$ cat src/rtl/condicionador_botoes.sv
// Push-button conditioner: 2-FF synchronizer, counter debouncer and a press FSM
// producing a one-cycle play pulse, one-hot/binary codes and a multi-press error.
module condicionador_botoes #(
   parameter int unsigned N_BOTOES        = 4,
   parameter int unsigned DEBOUNCE_CICLOS = 1000
) (
   input  logic                clock,
   input  logic                reset,
   input  logic                habilita,
   input  logic [N_BOTOES-1:0] botoes_brutos,
   output logic [N_BOTOES-1:0] botoes_limpos,
   output logic                jogada_pulso,
   output logic [N_BOTOES-1:0] jogada_codigo,
   output logic [1:0]          jogada_indice,
   output logic                erro_multiplo,
   output logic [3:0]          db_estado
);

   localparam int unsigned CW = (DEBOUNCE_CICLOS > 1) ? $clog2(DEBOUNCE_CICLOS) : 1;
   localparam int unsigned PW = $clog2(N_BOTOES + 1);
   localparam logic [CW-1:0] CNT_MAX = CW'(DEBOUNCE_CICLOS - 1);

   typedef enum logic [2:0] {
      OCIOSO        = 3'd0,
      PRESSIONADO   = 3'd1,
      INVALIDO      = 3'd2,
      ESPERA_SOLTAR = 3'd3
   } estado_t;

   logic [N_BOTOES-1:0] sync1_q, sync2_q;
   logic [N_BOTOES-1:0] cand_q, cand_d;
   logic [CW-1:0]       cnt_q, cnt_d;
   logic [N_BOTOES-1:0] limpos_q, limpos_d;
   estado_t             estado_q, estado_d;
   logic                pulso_q, pulso_d;
   logic                erro_q, erro_d;
   logic [N_BOTOES-1:0] codigo_q, codigo_d;
   logic [1:0]          indice_q, indice_d;
   logic [PW-1:0]       n_ativos;
   logic [1:0]          idx;

   always_ff @(posedge clock or negedge reset) begin
      if (!reset) begin
         sync1_q  <= '0;
         sync2_q  <= '0;
         cand_q   <= '0;
         cnt_q    <= '0;
         limpos_q <= '0;
         estado_q <= OCIOSO;
         pulso_q  <= 1'b0;
         erro_q   <= 1'b0;
         codigo_q <= '0;
         indice_q <= '0;
      end else begin
         sync1_q  <= botoes_brutos;
         sync2_q  <= sync1_q;
         cand_q   <= cand_d;
         cnt_q    <= cnt_d;
         limpos_q <= limpos_d;
         estado_q <= estado_d;
         pulso_q  <= pulso_d;
         erro_q   <= erro_d;
         codigo_q <= codigo_d;
         indice_q <= indice_d;
      end
   end

   // Any change of the synchronized value restarts the stability count; counter saturates.
   always_comb begin
      cand_d   = cand_q;
      cnt_d    = cnt_q;
      limpos_d = limpos_q;
      if (sync2_q != cand_q) begin
         cand_d = sync2_q;
         cnt_d  = '0;
      end else if (cnt_q == CNT_MAX) begin
         limpos_d = cand_q;
      end else begin
         cnt_d = cnt_q + CW'(1);
      end
   end

   always_comb begin
      n_ativos = '0;
      idx      = '0;
      for (int unsigned i = 0; i < N_BOTOES; i++) begin
         if (limpos_q[i]) begin
            n_ativos = n_ativos + PW'(1);
            idx      = 2'(i);
         end
      end
   end

   // Plays are only recognised from idle; every other state just waits for full release.
   always_comb begin
      estado_d = estado_q;
      pulso_d  = 1'b0;
      erro_d   = 1'b0;
      codigo_d = codigo_q;
      indice_d = indice_q;
      case (estado_q)
         OCIOSO: begin
            if (limpos_q != '0) begin
               if (!habilita) begin
                  estado_d = ESPERA_SOLTAR;
               end else if (n_ativos == PW'(1)) begin
                  estado_d = PRESSIONADO;
                  pulso_d  = 1'b1;
                  codigo_d = limpos_q;
                  indice_d = idx;
               end else begin
                  estado_d = INVALIDO;
                  erro_d   = 1'b1;
               end
            end
         end
         PRESSIONADO, INVALIDO, ESPERA_SOLTAR: begin
            if (limpos_q == '0) estado_d = OCIOSO;
         end
         default: estado_d = OCIOSO;
      endcase
   end

   assign botoes_limpos = limpos_q;
   assign jogada_pulso  = pulso_q;
   assign erro_multiplo = erro_q;
   assign jogada_codigo = codigo_q;
   assign jogada_indice = indice_q;
   assign db_estado     = 4'(estado_q);

endmodule

$ cat config.mk
export PLATFORM = sky130hd
export DESIGN_NAME = condicionador_botoes
export DESIGN_NICKNAME = d
export VERILOG_FILES = /design/src/rtl/condicionador_botoes.sv
export SDC_FILE = /design/constraint.sdc
export NUM_CORES = 1
export LEC_CHECK = 0
export BUFFER_PORTS_ARGS = -buffer_cell sky130_fd_sc_hd__buf_2
export CAP_MARGIN = 20
export CORE_MARGIN = 5
export CORE_UTILIZATION = 55
export CTS_CLUSTER_SIZE = 8
export DETAILED_ROUTE_END_ITERATION = 7
export GPL_ROUTABILITY_DRIVEN = 0
export GPL_TIMING_DRIVEN = 0
export PLACE_DENSITY = 0.82
export SYNTH_ARGS = -nofsm -noshare
export SYNTH_HDL_FRONTEND = slang
export SYNTH_SLANG_ARGS = --single-unit
$ cat constraint.sdc
create_clock -name clock -period 3.2 [get_ports clock]
set_clock_uncertainty 0.2 [all_clocks]
set_input_delay 0.16 -clock clock [delete_from_list [all_inputs] [get_ports clock]]
set_output_delay 0.16 -clock clock [all_outputs]
set_load 0.01 [all_outputs]
* Word-level counts from Yosys, hierarchy flattened
Index checks and enable logic that the tools add are counted.
Widths: inputs -> output; s select.
** Word-level totals
- Register bits after elaboration :: 37
- Output and inout bits :: 16
- Word-level logic and storage cells :: 53
- Input port bits :: 7
** Operators by class
- Mux-type cells :: 22
- Reduce and logical (&&, ||, !) cells :: 7
- Equal/unequal tests :: 9
- Bitwise operators :: 1
- Add/sub/neg operators :: 4
** Operators by type and width (count)
- $mux 10 :: 2
- $mux 3 :: 5
- $add 10x1->10 const B :: 1
- $eq 10x10->1 const B :: 1
- $mux 1 :: 10
- $add 3x1->3 const B :: 3
- $mux 2 :: 4
- $eq 3x1->1 const B :: 2
- $eq 3x2->1 const B :: 2
- $ne 2x2->1 const B :: 3
- $pmux 3 s2 :: 1
- $logic_not 4->1 :: 1
- $ne 4x4->1 :: 1
- $reduce_and 2->1 :: 2
- $reduce_and 4->1 :: 1
- $reduce_bool 4->1 :: 1
- $logic_not 3->1 :: 1
- $reduce_or 3->1 :: 1
- $not 1->1 :: 1

* Depth between registers and ports, before layout
- Word-level depth :: 12
- Depth in mapped cells :: 8
- Depth with buffers taken out :: 8

* Worst setup path before layout
OpenSTA, ideal clock, no wires.
- Path kind :: flip-flop to flip-flop
- Start point :: register limpos_q[0] (netlist: botoes_limpos[0])
- End point :: register codigo_q[0] (netlist: jogada_codigo[0])
- Setup slack :: 0.485 ns
- Arrival time :: 2.390 ns
- Required time :: 2.875 ns
- Library setup time :: 0.125 ns
- Clock period less this slack :: 2.715 ns
- Stages on the path, launching flop included :: 9
- Path buffers :: 0
- Cells stage by stage :: dfrtp_1 > inv_1 > ha_1 > xor2_1 > ha_1 > nor4b_1 > nor4_2 > nor3_4 > mux2_2
** Between the ends
- Word-level cells in the longest chain between the ends :: 9
- Elaborated cells on any way between the ends :: 10
- Classes of those cells :: add/sub: 3; eq/ne: 1; mux: 4; reduce/logical: 2
** RTL lines
- start: declaration :: RTL line 33 : logic [N_BOTOES-1:0] limpos_q, limpos_d;
- start signal: assignment :: RTL line 59 : limpos_q <= limpos_d;
- $mux 1 :: RTL line 87 : if (limpos_q[i]) begin
- $add 3x1->3 :: RTL line 88 : n_ativos = n_ativos + PW'(1);
- $mux 3 :: RTL line 87
- $add 3x1->3 :: RTL line 88
- $mux 3 :: RTL line 87
- $add 3x1->3 :: RTL line 88
- $mux 3 :: RTL line 87
- $eq 3x1->1 :: RTL line 106 : end else if (n_ativos == PW'(1)) begin
- $reduce_and 4->1 (no line)
- end signal: assignment :: RTL line 63 : codigo_q <= codigo_d;
- end: declaration :: RTL line 37 : logic [N_BOTOES-1:0] codigo_q, codigo_d;
Parallel ways exist; a longest one is shown, timed or not.
A chain may end at the register's enable or synchronous reset.

* Worst setup path in the final report
- Start point :: register limpos_q[1] (netlist: botoes_limpos[1])
- End point :: register codigo_q[2] (netlist: jogada_codigo[2])
** Between the ends
- Word-level cells in the longest chain between the ends :: 7
- Elaborated cells on any way between the ends :: 8
- Classes of those cells :: add/sub: 2; eq/ne: 1; mux: 3; reduce/logical: 2
** RTL lines (RTL line)
- $mux 3 :: 87
- $add 3x1->3 :: 88
- $mux 3 :: 87
- $add 3x1->3 :: 88
- $mux 3 :: 87
- $eq 3x1->1 :: 106
- $reduce_and 4->1 (no line) (*)
Every way passes the cells marked *; elsewhere a longest branch is shown, timed or not.

==> flow_metrics.env <==
export IMPL_outcome="completed"
export IMPL_r2r_end="jogada_codigo[2]"
export IMPL_initial_core_util_pct=57.25
export IMPL_power_density_nw_per_um2=434.8
export IMPL_antenna_left=0
export IMPL_slew_violations=0
export IMPL_dp_cells=184
export IMPL_fin_area_um2=1868
export IMPL_grt_max_degree=37
export IMPL_firstDrtPassIters=4
export IMPL_htree_num_levels=2
export IMPL_num_vias=1036
export IMPL_grt_use_total_pct=15.20
export IMPL_synthDistinctLibCells=32
export IMPL_synthTopCellsByCount="dfrtp_1, nor2_1, mux2_2, xnor2_1, inv_1"
export IMPL_synth_edff_count=0
export IMPL_drv_cap=0
export IMPL_rr_startpoint="botoes_limpos[1]"
export IMPL_crit_start="botoes_limpos[1]"
export IMPL_path_buf_inv=2
export IMPL_drive_gt1_share_pct=27.38
export IMPL_cts_tree="built"
export IMPL_path_clk_slew_ns=0.11
export IMPL_place_area_um2=1708
export IMPL_area_growth_synth_to_final_pct=19.34
export IMPL_netlist_area_um2=1565
export IMPL_yosysTopAreaCellShare_pct=57.55
export IMPL_antennaDiodeCount=0
export IMPL_grt_pass1_wl_um=4809
export IMPL_tns_ns=0
export IMPL_slowest_delay_ns=0.43
export IMPL_max_freq_mhz=339.2
export IMPL_cts_path_max_buffers=2
export IMPL_via_per_inst=5.206
export IMPL_setup_viol=0
export IMPL_max_slew_margin_rel_pct=49.94
export IMPL_yosysWarnings=0
export IMPL_endpoint="jogada_codigo[2]"
export IMPL_first_global_vias=1104
export IMPL_fin_cells=199
export IMPL_required_ns=3.23
export IMPL_antenna_found_initial=0
export IMPL_async_flop_share_pct=100.0
export IMPL_dpl_hpwl_um=1932
export IMPL_drc=0
export IMPL_root_buffer="clkbuf_4"
export IMPL_wirelength_um=2660
export IMPL_final_nets=178
export IMPL_grt_overflow=0
export IMPL_num_rows=19
export IMPL_rsz0062_at_grt="false"
export IMPL_synth_cells=132
export IMPL_r2r_slack_ns=0.25
export IMPL_coreArea_um2=2734
export IMPL_synth_top_cells_by_area="dfrtp_1, mux2_2, xnor2_1"
export IMPL_slowest_stage="dfrtp_1"
export IMPL_hold_viol=0
export IMPL_wire_per_inst_um=13.37
export IMPL_io_pins=23
export IMPL_p_leak_uw=0.0009017
export IMPL_final_min_clock_period_ns=2.949
export IMPL_ys_flop_type="dfrtp_1"
export IMPL_cts_sinks=36
export IMPL_cpMostUsedCell="ha_1"
export IMPL_peakVddDrop_mv=0.3569
export IMPL_ys_ff_latch=36
export IMPL_path_max_fanout=7
export IMPL_die_h_um=63.35
export IMPL_portBuffers=20
export IMPL_die_width_um=63.35
export IMPL_synth_most_common_cell="dfrtp_1"
export IMPL_cp_start_kind="flip-flop"
export IMPL_crit_chain="inv_1 -> ha_1 -> xor2_1 -> ha_1 -> nor4b_1 -> nor4_2 -> nor3_4 -> buf_12 -> mux2_2"
export IMPL_arrival_ns=2.98
export IMPL_syn_area_per_cell_um2=11.86
export IMPL_timing_final_crit_share_pct=92.14
export IMPL_synth_top_cell_by_area="dfrtp_1"
export IMPL_drt_iter0_markers=36
export IMPL_path_delay_family="simple AND/OR/NAND/NOR gates"
export IMPL_worstMarginPinSlew_ns=0.7508
export IMPL_end_kind="flip-flop"
export IMPL_worstSkewPairLatency_ns=0.33
export IMPL_hold_path_class="flip-flop to flip-flop"
export IMPL_cp_depth=9
export IMPL_design_die_area_um2=4013
export IMPL_seq_area_frac_synth_pct=57.55
export IMPL_worstSetupPathType="flip-flop to flip-flop"
export IMPL_cts_buffers=5
export IMPL_ctsResizeCount=0
export IMPL_worstRegToRegCells=9
==> worst reg2reg max path: stages, from the launching register on <==
cell and delay (ns):
dfrtp_1 0.43, inv_1 0.08, ha_1 0.40, xor2_1 0.23, ha_1 0.28, nor4b_1 0.37, nor4_2 0.14, nor3_4 0.23
buf_12 0.14, mux2_2 0.33
==> sequential cells by signal, summed over array words and instances (netlist names) <==
| signal | count |
|---|---|
| jogada_pulso | 1 |
| erro_multiplo | 1 |
| jogada_indice | 2 |
| estado_q | 2 |
| sync1_q | 4 |
| botoes_limpos | 4 |
| cand_q | 4 |
| cnt_q | 10 |
| jogada_codigo | 4 |
| sync2_q | 4 |
==> power breakdown <==
group,total [µW],leakage (µW),switching (µW),internal [µW]
clock network,312,0.0000412,150,163
logic,31.9,0.000391,16.9,15.0
registers,468,0.000470,4.88,463
total,812,0.000902,171,641
==> logic make-up after synthesis <==
family | count (synthesis) | share of synthesized area [%]
AND/OR/NAND/NOR | 40 | 15.19
adder cells (fa/ha/maj) | 4 | 3.198
buffers and inverters | 17 | 5.036
AO/OA/AOI/OAI | 11 | 4.316
other | 1 | 0.2396
flip-flops | 36 | 57.55
XOR/XNOR | 12 | 6.715
multiplexers | 11 | 7.754
==> worst min path at each step <==
stage | cells past startpoint | slack, ns | end | from
global route | 0 | 0.18 | sync2_q[1] | sync1_q[1]
floorplan | 0 | -0.34 | botoes_limpos[0] | reset
finish | 0 | 0.17 | sync2_q[0] | sync1_q[0]
CTS | 0 | 0.17 | sync2_q[2] | sync1_q[2]
detailed placement | 1 | 0.07 | estado_q[0] | reset
global placement | 1 | 0.06 | estado_q[0] | reset
==> cells in the final DEF (no fill, tap or decap) <==
master,count
clkbuf_4,5
nand2_1,6
buf_4,4
or3_1,2
nor4b_1,2
and4b_1,1
nand3_1,4
dfrtp_1,36
dlygate4sd3_1,6
mux2_2,9
nor2_1,12
mux2i_1,2
clkbuf_1,6
clkinv_2,1
nand2b_1,1
o31ai_1,1
clkinvlp_4,1
buf_2,20
nand4_1,2
bufinv_16,1
ha_1,4
nor3_4,1
nor3_1,3
nor4bb_1,1
o21bai_1,2
a21oi_1,5
or4_1,1
xnor2_1,8
inv_1,7
a31oi_1,1
or4_4,1
nor4_2,1
nor3b_1,1
o21ai_0,1
conb_1,2
o31a_1,1
nor2_4,1
buf_12,1
xor2_1,4
==> layer usage <==
metal | wire length, µm | vias to the layer above | track usage, %
met2 | 1378 | 34 | 26.14
met4 | 37 | 0 | 4.675
met3 | 187 | 5 | 6.217
li1 | - | 508 | -
met5 | 0 | - | 0
met1 | 1058 | 489 | 17.04
==> timing repair <==
item	CTS	global route
endpoints found under the hold margin	41	0
setup buffers	0	1
endpoints found under the setup margin	0	4
hold buffers	6	0
==> cell type report <==
class | count | area, µm²
fillers | 209 | 865.8
flip-flops and latches | 36 | 900.9
well taps | 31 | 38.79
repair buffers | 27 | 180.2
multi-input cells | 80 | 589.3
clock buffers | 5 | 37.54
plain buffers | 10 | 52.55
clock inverters | 3 | 42.54
inverters | 7 | 26.28
==> metrics by stage <==
| step | util [%] | total power (µW) | hold slack (ns) | setup WS, ns |
|---|---|---|---|---|
| 3_5_place_dp | 62.47 | 504.1 | 0.06972 | 0.2950 |
| 5_1_grt | 68.33 | 852.0 | 0.1786 | 0.03901 |
| 3_3_place_gp | 62.47 | 502.2 | 0.05841 | 0.3933 |
| 6_report | 68.33 | 812.3 | 0.1698 | 0.2515 |
| 4_1_cts | 67.60 | 819.6 | 0.1694 | 0.1855 |
| 2_1_floorplan | - | 488.8 | -0.3356 | 0.4849 |
No activity file was read; power rests on OpenSTA's default activity.
